## src/rtl/reaction_scorer.sv

```systemverilog
// Reaction timer: measures press delay in ms after the stimulus and keeps the best score.
// Latency: press pulses appear 3 cycles after btn_n falls; high-score update one cycle after state-3 entry.
// Backpressure: none; inputs are sampled every cycle and pulses are never stalled.
module reaction_scorer #(
    parameter int CLK_HZ = 50_000_000,
    parameter int MAX_MS = 999
) (
    input  logic       iCLK,
    input  logic       iRST_N,
    input  logic [1:0] state,
    input  logic       btn_n,
    input  logic       clr_hs,
    output logic       press_done,
    output logic       false_start,
    output logic       timeout,
    output logic [9:0] last_time,
    output logic [9:0] best_time,
    output logic       hs_valid,
    output logic       new_hs
);

    localparam int PRESC = CLK_HZ / 1000;
    localparam int PW = (PRESC > 1) ? $clog2(PRESC) : 1;
    localparam logic [PW-1:0] PRESC_LAST = PW'(PRESC - 1);
    localparam logic [9:0] MAX_T = 10'(MAX_MS);

    logic [PW-1:0] presc;
    logic [9:0]    ms_cnt;
    logic          btn_meta;
    logic          btn_sync;
    logic          btn_prev;
    logic [1:0]    prev_state;
    logic          captured;
    logic          fs_flag;
    logic          to_flag;
    logic          press;
    logic          enter;
    logic          eval_ok;

    always_comb begin
        press   = btn_prev & ~btn_sync;
        enter   = (state != prev_state);
        eval_ok = (state == 2'd3) && enter && captured && !fs_flag && !to_flag &&
                  (!hs_valid || (last_time < best_time));
    end

    always_ff @(posedge iCLK) begin
        if (!iRST_N) begin
            btn_meta    <= 1'b0;
            btn_sync    <= 1'b0;
            btn_prev    <= 1'b0;
            prev_state  <= 2'd0;
            presc       <= '0;
            ms_cnt      <= '0;
            captured    <= 1'b0;
            fs_flag     <= 1'b0;
            to_flag     <= 1'b0;
            press_done  <= 1'b0;
            false_start <= 1'b0;
            timeout     <= 1'b0;
            last_time   <= '0;
            best_time   <= '0;
            hs_valid    <= 1'b0;
            new_hs      <= 1'b0;
        end else begin
            btn_meta    <= btn_n;
            btn_sync    <= btn_meta;
            btn_prev    <= btn_sync;
            prev_state  <= state;
            press_done  <= 1'b0;
            false_start <= 1'b0;
            timeout     <= 1'b0;

            if (state == 2'd1) begin
                if (enter) begin
                    captured <= 1'b0;
                    to_flag  <= 1'b0;
                end
                if (press) begin
                    false_start <= 1'b1;
                    fs_flag     <= 1'b1;
                end else if (enter) begin
                    fs_flag <= 1'b0;
                end
            end

            // A press in the saturation cycle takes priority and records MAX_MS.
            if (state == 2'd2) begin
                if (enter) begin
                    presc  <= '0;
                    ms_cnt <= '0;
                end else if (!captured) begin
                    if (press) begin
                        last_time  <= ms_cnt;
                        press_done <= 1'b1;
                        captured   <= 1'b1;
                    end else if (ms_cnt == MAX_T) begin
                        last_time <= MAX_T;
                        timeout   <= 1'b1;
                        to_flag   <= 1'b1;
                        captured  <= 1'b1;
                    end else if (presc == PRESC_LAST) begin
                        presc  <= '0;
                        ms_cnt <= ms_cnt + 10'd1;
                    end else begin
                        presc <= presc + PW'(1);
                    end
                end
            end

            if (state != 2'd3)
                new_hs <= 1'b0;
            if (eval_ok) begin
                best_time <= last_time;
                hs_valid  <= 1'b1;
                new_hs    <= 1'b1;
            end
            if (clr_hs) begin
                best_time <= '0;
                hs_valid  <= 1'b0;
                new_hs    <= 1'b0;
            end
        end
    end

endmodule

```

## config.mk

```make
export PLATFORM = sky130hd
export DESIGN_NAME = reaction_scorer
export DESIGN_NICKNAME = d
export VERILOG_FILES = /design/src/rtl/reaction_scorer.sv
export SDC_FILE = /design/constraint.sdc
export NUM_CORES = 1
export LEC_CHECK = 0
export ABC_AREA = 0
export BUFFER_PORTS_ARGS = -buffer_cell sky130_fd_sc_hd__buf_4
export CORE_ASPECT_RATIO = 1.25
export CORE_MARGIN = 8
export CORE_UTILIZATION = 50
export CTS_CLUSTER_DIAMETER = 30
export DETAILED_ROUTE_END_ITERATION = 16
export GPL_ROUTABILITY_DRIVEN = 0
export GPL_TIMING_DRIVEN = 0
export MAX_ROUTING_LAYER = met4
export PLACE_DENSITY = 0.69
export SETUP_SLACK_MARGIN = 0.02
export SYNTH_ARGS = -nofsm -noshare
export SYNTH_HDL_FRONTEND = slang
export SYNTH_SLANG_ARGS = --single-unit
```

## constraint.sdc

```tcl
create_clock -name iCLK -period 6.1 [get_ports iCLK]
set_clock_uncertainty 0.15 [all_clocks]
set_input_delay 1.22 -clock iCLK [delete_from_list [all_inputs] [get_ports iCLK]]
set_output_delay 1.22 -clock iCLK [all_outputs]
set_load 0.02 [all_outputs]
```

==> run_results.csv, run 1 <==
group,metric,value,unit
clocking,ctsHtreeMaxLevel,3,
synth,yosysUniqueCellTypes,52,
power_and_ir_drop,p_leak,1.23,nW
flow_run,max_cap_viol_count,0,
synth,synth_common_cells,"dfxtp_1 (59), nand2_1 (45), a21oi_1 (25)",
routing,viasPerCell,5.72,
cells_and_area,nFillCells,529,
placed_design,dp.cells,433,
timing,worst_pin_slew,0.701,ns
routing,drt-wirelength-per-cell,15.5,um
synth,synth_edf_count,0,
power_and_ir_drop,peakVddDrop,0.116,mV
synth,synth_area_leaders,"dfxtp_1 (39%), nand2_1 (5.6%), ha_1 (4.6%)",
cells_and_area,diodes,0,
cells_and_area,final_cells,449,
global_route,grt_pass1_vias,2457,
power_and_ir_drop,power.density,220,mW/mm2
setup_path,cp_slowest_stage_delay,0.57,ns
routing,vias,2567,
timing,fmax,331,MHz
synth,synth_cells,339,
synth,synth_top_cell_by_area,"dfxtp_1",
clocking,clkSinkCount,59,
clocking,cts_buffers,9,
synth,yosysMostFrequentCell,"dfxtp_1",
clocking,worstSkewPairLatency,0.35,ns
global_route,grt_max_degree,11,
timing,finalCritPeriodShare,0.495,
routing,drt_first_iter_violations,210,
clocking,ctsResizeCount,0,
die,rows,31,
synth,ys_seq_area_frac,0.394,
clocking,post_cts_buffers,0,
routing,dr.pass1.iters,4,
clocking,clock_path_buffers,2,
global_route,antenna_found_initial,0,
cells_and_area,seq_area,0.00118,mm2
routing,routed_wl,6970,um
setup_path,path_cells,"buf_4 > xnor2_1 > nand2_1 > clkbuf_1 > nor2_1 > nor2_1 > a31o_2",
clocking,clk_pin_slew,0.06,ns
global_route,grt_usage,0.173,
setup_path,critPathBufInv,2,
synth,synth_compound_area_frac,0.186,
die,die_y,103,um
die,pin_count,31,
synth,ys_seq_elements,59,
hold_path,hp-class,"reg -> reg",
setup_path,cpMaxStageDelayCell,"nor2_1",
setup_path,crit_arrival,3.11,ns
cells_and_area,area_growth,15.8,%
synth,async_reset_ff_frac,0,
synth,synth_top_cell_area_share,0.394,
clocking,clk_root_buffer_cell,"clkbuf_8",
placed_design,place_ws,2.74,ns
cells_and_area,drive_above_1_share,0.167,
die,start_util,0.519,
setup_path,cp-end-kind,"register",
synth,synth_top_family_by_area,"simple AND/OR/NAND/NOR gates",
setup_path,critPathRequiredTime,6.19,ns
placed_design,dp_hpwl,5170,um
synth,syn_nets,356,
timing,slew_viol_final,0,
synth,synth-simple-area-share,0.247,
cells_and_area,fin_nets,395,
die,die_area,0.00874,mm2
run_status,status,"finished, final reports clean",
synth,muxShareOfSynthArea,0.0434,
timing,setup_ws,3.08,ns
routing,ant_nets,0,
die,core,0.00578,mm2
setup_path,crit_type,"in -> reg",
setup_path,crit_fanout,10,
synth,synthAdderAreaFrac,0.0459,
setup_path,cp_common_cell,"nor2_1",
global_route,overflow,0,
cells_and_area,multi_input_area,0.00168,mm2
timing,tns,0,ns
die,fp.dieW,85.2,um
synth,ys.warnings.count,0,
global_route,grt_pass1_wl,11600,um
setup_path,critPathLaunchType,"primary input",
synth,avgSynthCellArea,8.84,um2
timing,final-hold-violation-count,0,
clocking,cts_hold_buf,0,
synth,synthFlopType,"dfxtp_1",
clocking,tritoncts,"built",
setup_path,crit_family,"simple AND/OR/NAND/NOR gates",
synth,synth_xor_area_frac,0.0380,
routing,drc,0,
synth,synth.cell_area,0.00300,mm2
timing,grt_setup_unrepaired,"no",
timing,period_needed,3.02,ns
timing,relSlewSlack,0.530,
cells_and_area,fin_util,0.600,
timing,setup_viol_count_final,0,
placed_design,port_buffers,28,
cell families (layout without fill, tap and decap cells):
kind of cell | count (synthesis) | count (layout)
and+or+nand+nor | 139 | 139
AOI/OAI and AO/OA | 74 | 74
DFF | 59 | 59
buffers and inverters | 30 | 74
xor gates and xnor gates | 13 | 13
muxes | 13 | 13
adders and majority gates | 11 | 11
placed cells by master, fill, tap and decap left out, types with 7 or more instances in the layout:
cell / instances
inv_1: 14
xnor2_1: 10
nor2_1: 22
nand2_1: 45
nand3_1: 12
mux2i_1: 13
clkbuf_1: 9
and2_1: 9
buf_4: 29
nand2b_1: 7
o21ai_0: 13
clkbuf_8: 11
dfxtp_1: 59
ha_1: 11
a21oi_1: 25
and3_1: 7
where the power goes:
group	switching, mW	leakage (nW)	internal (mW)
Combinational	0.0365	0.667	0.0164
Clock	0.152	0.0884	0.168
Sequential	0.00274	0.476	0.389
Total	0.191	1.23	0.573
layer usage:
layer / vias to the layer above / wire length [um] / GRT usage
met1: 1199 / 2890 / 0.169
li1: 1308 / - / -
met5: - / 0 / -
met2: 52 / 3570 / 0.303
met3: 8 / 408 / 0.0534
met4: 0 / 105 / 0.0907
path summary, 6_finish.rpt:
check | start | to | slack [ns] | cells past startpoint
hold / removal | btn_meta$_SDFF_PN0_ | btn_sync$_SDFF_PN0_ | 0.29 | 1
setup / recovery | state[1] | ms_cnt[2]$_SDFFE_PN0P_ | 3.08 | 7
hold reg to reg | btn_meta$_SDFF_PN0_ | btn_sync$_SDFF_PN0_ | 0.29 | 1
setup reg to reg | best_time[3]$_SDFFE_PP0P_ | best_time[5]$_SDFFE_PP0P_ | 3.69 | 8
worst register-to-register path, delay by kind of cell (launching register included):
family                   cells  cell delay (ns)
AO/OA/AOI/OAI                4             0.90
flip-flops                   1             0.35
multiplexers                 1             0.24
buffers and inverters        2             0.41
adder cells (fa/ha/maj)      1             0.29
per-stage QoR:
step / total power, mW / instance area [um2] / hold slack, ns
floorplan: 0.438 / 3000 / 0.262
global placement: 0.452 / 3290 / 0.264
detailed placement: 0.453 / 3290 / 0.276
CTS: 0.770 / 3470 / 0.292
global route: 0.794 / 3470 / 0.296
finish: 0.764 / 3470 / 0.287
flip-flops by register name, summed over array words and instances (netlist names), 2 cells and up:
signal and count:
presc 16, best_time 10, prev_state 2, last_time 10
ms_cnt 10
area by class of cell:
class,count,area share
tap,66,0.0238
inverter,14,0.0151
clock buffer,12,0.0447
sequential,59,0.340
clock inverter,4,0.00721
timing repair buffer,28,0.0606
buffer,16,0.0245
multi-input combinational,250,0.484
No activity file was read; power rests on OpenSTA's default activity.
==> run 2: changes to the inputs <==
Clock period 6.1 ns to 3.15 ns, I/O delays scaled along.
==> run_results.csv, run 2 (same netlist as run 1, synthesis figures left out) <==
group,metric,value,unit
cells_and_area,mostFrequentLayoutCell,"dfxtp_1",
placed_design,dp.cells,433,
cells_and_area,final_cell_mix,"dfxtp_1 (59), nand2_1 (45), buf_4 (29)",
setup_path,crit_fanout,10,
cells_and_area,design_area,0.00347,mm2
timing,fmax,412,MHz
placed_design,dp_hpwl,5170,um
setup_path,critPathLaunchType,"primary input",
clocking,clk_root_buffer_cell,"clkbuf_8",
cells_and_area,largest_register_ffs,16,
cells_and_area,multi_input_area,0.00168,mm2
die,die_y,103,um
clocking,clkSinkCount,59,
routing,routed_wl,6970,um
clocking,clock_path_buffers,2,
global_route,grt_usage,0.172,
die,die_area,0.00874,mm2
setup_path,cp-end-kind,"register",
placed_design,place_area,0.00329,mm2
timing,period_needed,2.43,ns
timing,slew_viol_final,0,
clocking,ctsResizeCount,0,
timing,whs,0.287,ns
clocking,cts_hold_buf,0,
clocking,post_cts_buffers,0,
cells_and_area,seq_area,0.00118,mm2
die,start_util,0.519,
die,rows,31,
clocking,ctsHtreeMaxLevel,3,
setup_path,reg2reg_to,"best_time[5]$_SDFFE_PP0P_",
power_and_ir_drop,peakVddDrop,0.225,mV
setup_path,crit_type,"in -> reg",
flow_run,max_cap_viol_count,0,
setup_path,critPathRequiredTime,3.24,ns
global_route,grt_max_degree,11,
clocking,cts_buffers,9,
run_status,status,"finished, final reports clean",
clocking,worstSkewPairLatency,0.35,ns
die,pin_count,31,
global_route,antenna_found_initial,0,
timing,finalCritPeriodShare,0.771,
routing,drc,0,
power_and_ir_drop,power.density,426,mW/mm2
die,core,0.00578,mm2
cells_and_area,diodes,0,
timing,tns,0,ns
hold_path,min_from,"btn_meta$_SDFF_PN0_",
hold_path,hp-class,"reg -> reg",
cells_and_area,drive_above_1_share,0.167,
placed_design,place_ws,0.380,ns
timing,worst_pin_slew,0.670,ns
cells_and_area,area_growth,15.8,%
routing,drt-wirelength-per-cell,15.5,um
cells_and_area,fin_nets,395,
clocking,tritoncts,"built",
hold_path,holdPathEnd,"btn_sync$_SDFF_PN0_",
routing,viasPerCell,5.75,
routing,vias,2580,
timing,relSlewSlack,0.551,
power_and_ir_drop,p_leak,1.23,nW
global_route,overflow,0,
placed_design,port_buffers,28,
routing,drt_first_iter_violations,210,
cells_and_area,largest_register,"presc",
hold_path,hold_depth,1,
setup_path,reg2reg_depth,8,
cells_and_area,nFillCells,529,
setup_path,rrSetupSlack,0.74,ns
setup_path,rr_startpoint,"best_time[3]$_SDFFE_PP0P_",
timing,setup_ws,0.721,ns
routing,ant_nets,0,
timing,final-hold-violation-count,0,
routing,dr.pass1.iters,4,
timing,setup_viol_count_final,0,
global_route,grt_pass1_vias,2444,
timing,grt_setup_unrepaired,"no",
clocking,clk_pin_slew,0.07,ns
setup_path,crit_arrival,2.52,ns
die,fp.dieW,85.2,um
cells_and_area,final_cells,449,
global_route,grt_pass1_wl,11600,um
-- run 2: critical path, cell delays in order --
cell and delay (ns):
buf_4 0.15, xnor2_1 0.22, nand2_1 0.17, clkbuf_1 0.30, nor2_1 0.57, nor2_1 0.20, a31o_2 0.28
-- run 2: cell type report --
type,instances,share of cell area
multi-input combinational,250,0.484
sequential,59,0.340
timing repair buffer,28,0.0606
clock buffer,12,0.0447
buffer,16,0.0245
tap,66,0.0238
inverter,14,0.0151
clock inverter,4,0.00721
-- run 2: metrics by stage --
stage | util | total power, mW
floorplan | - | 0.849
global placement | 0.569 | 0.876
detailed placement | 0.569 | 0.877
CTS | 0.600 | 1.49
global route | 0.600 | 1.54
finish | 0.600 | 1.48
-- run 2: power breakdown --
group          internal, mW  switching (mW)  total [mW]  leakage [nW]
clock network         0.325           0.294       0.619        0.0884
logic                0.0317          0.0705       0.102         0.667
registers             0.753         0.00543       0.758         0.476
total                  1.11           0.370        1.48          1.23
-- run 2: worst max-delay path by stage --
| stage | cells past startpoint | endpoint | startpoint |
|---|---|---|---|
| 6_report | 7 | ms_cnt[2]$_SDFFE_PN0P_ | state[1] |
| 4_1_cts | 8 | best_time[5]$_SDFFE_PP0P_ | best_time[3]$_SDFFE_PP0P_ |
| 5_1_grt | 7 | presc[13]$_SDFFE_PN0P_ | state[1] |
| 3_3_place_gp | 7 | ms_cnt[2]$_SDFFE_PN0P_ | state[1] |
| 3_5_place_dp | 7 | ms_cnt[2]$_SDFFE_PN0P_ | state[1] |
| 2_1_floorplan | 8 | ms_cnt[9]$_SDFFE_PN0P_ | state[0] |
-- run 2: metal layers --
metal,routed length [um],track usage
met5,0,-
met3,384,0.0415
met4,144,0.106
met2,3590,0.304
met1,2860,0.170
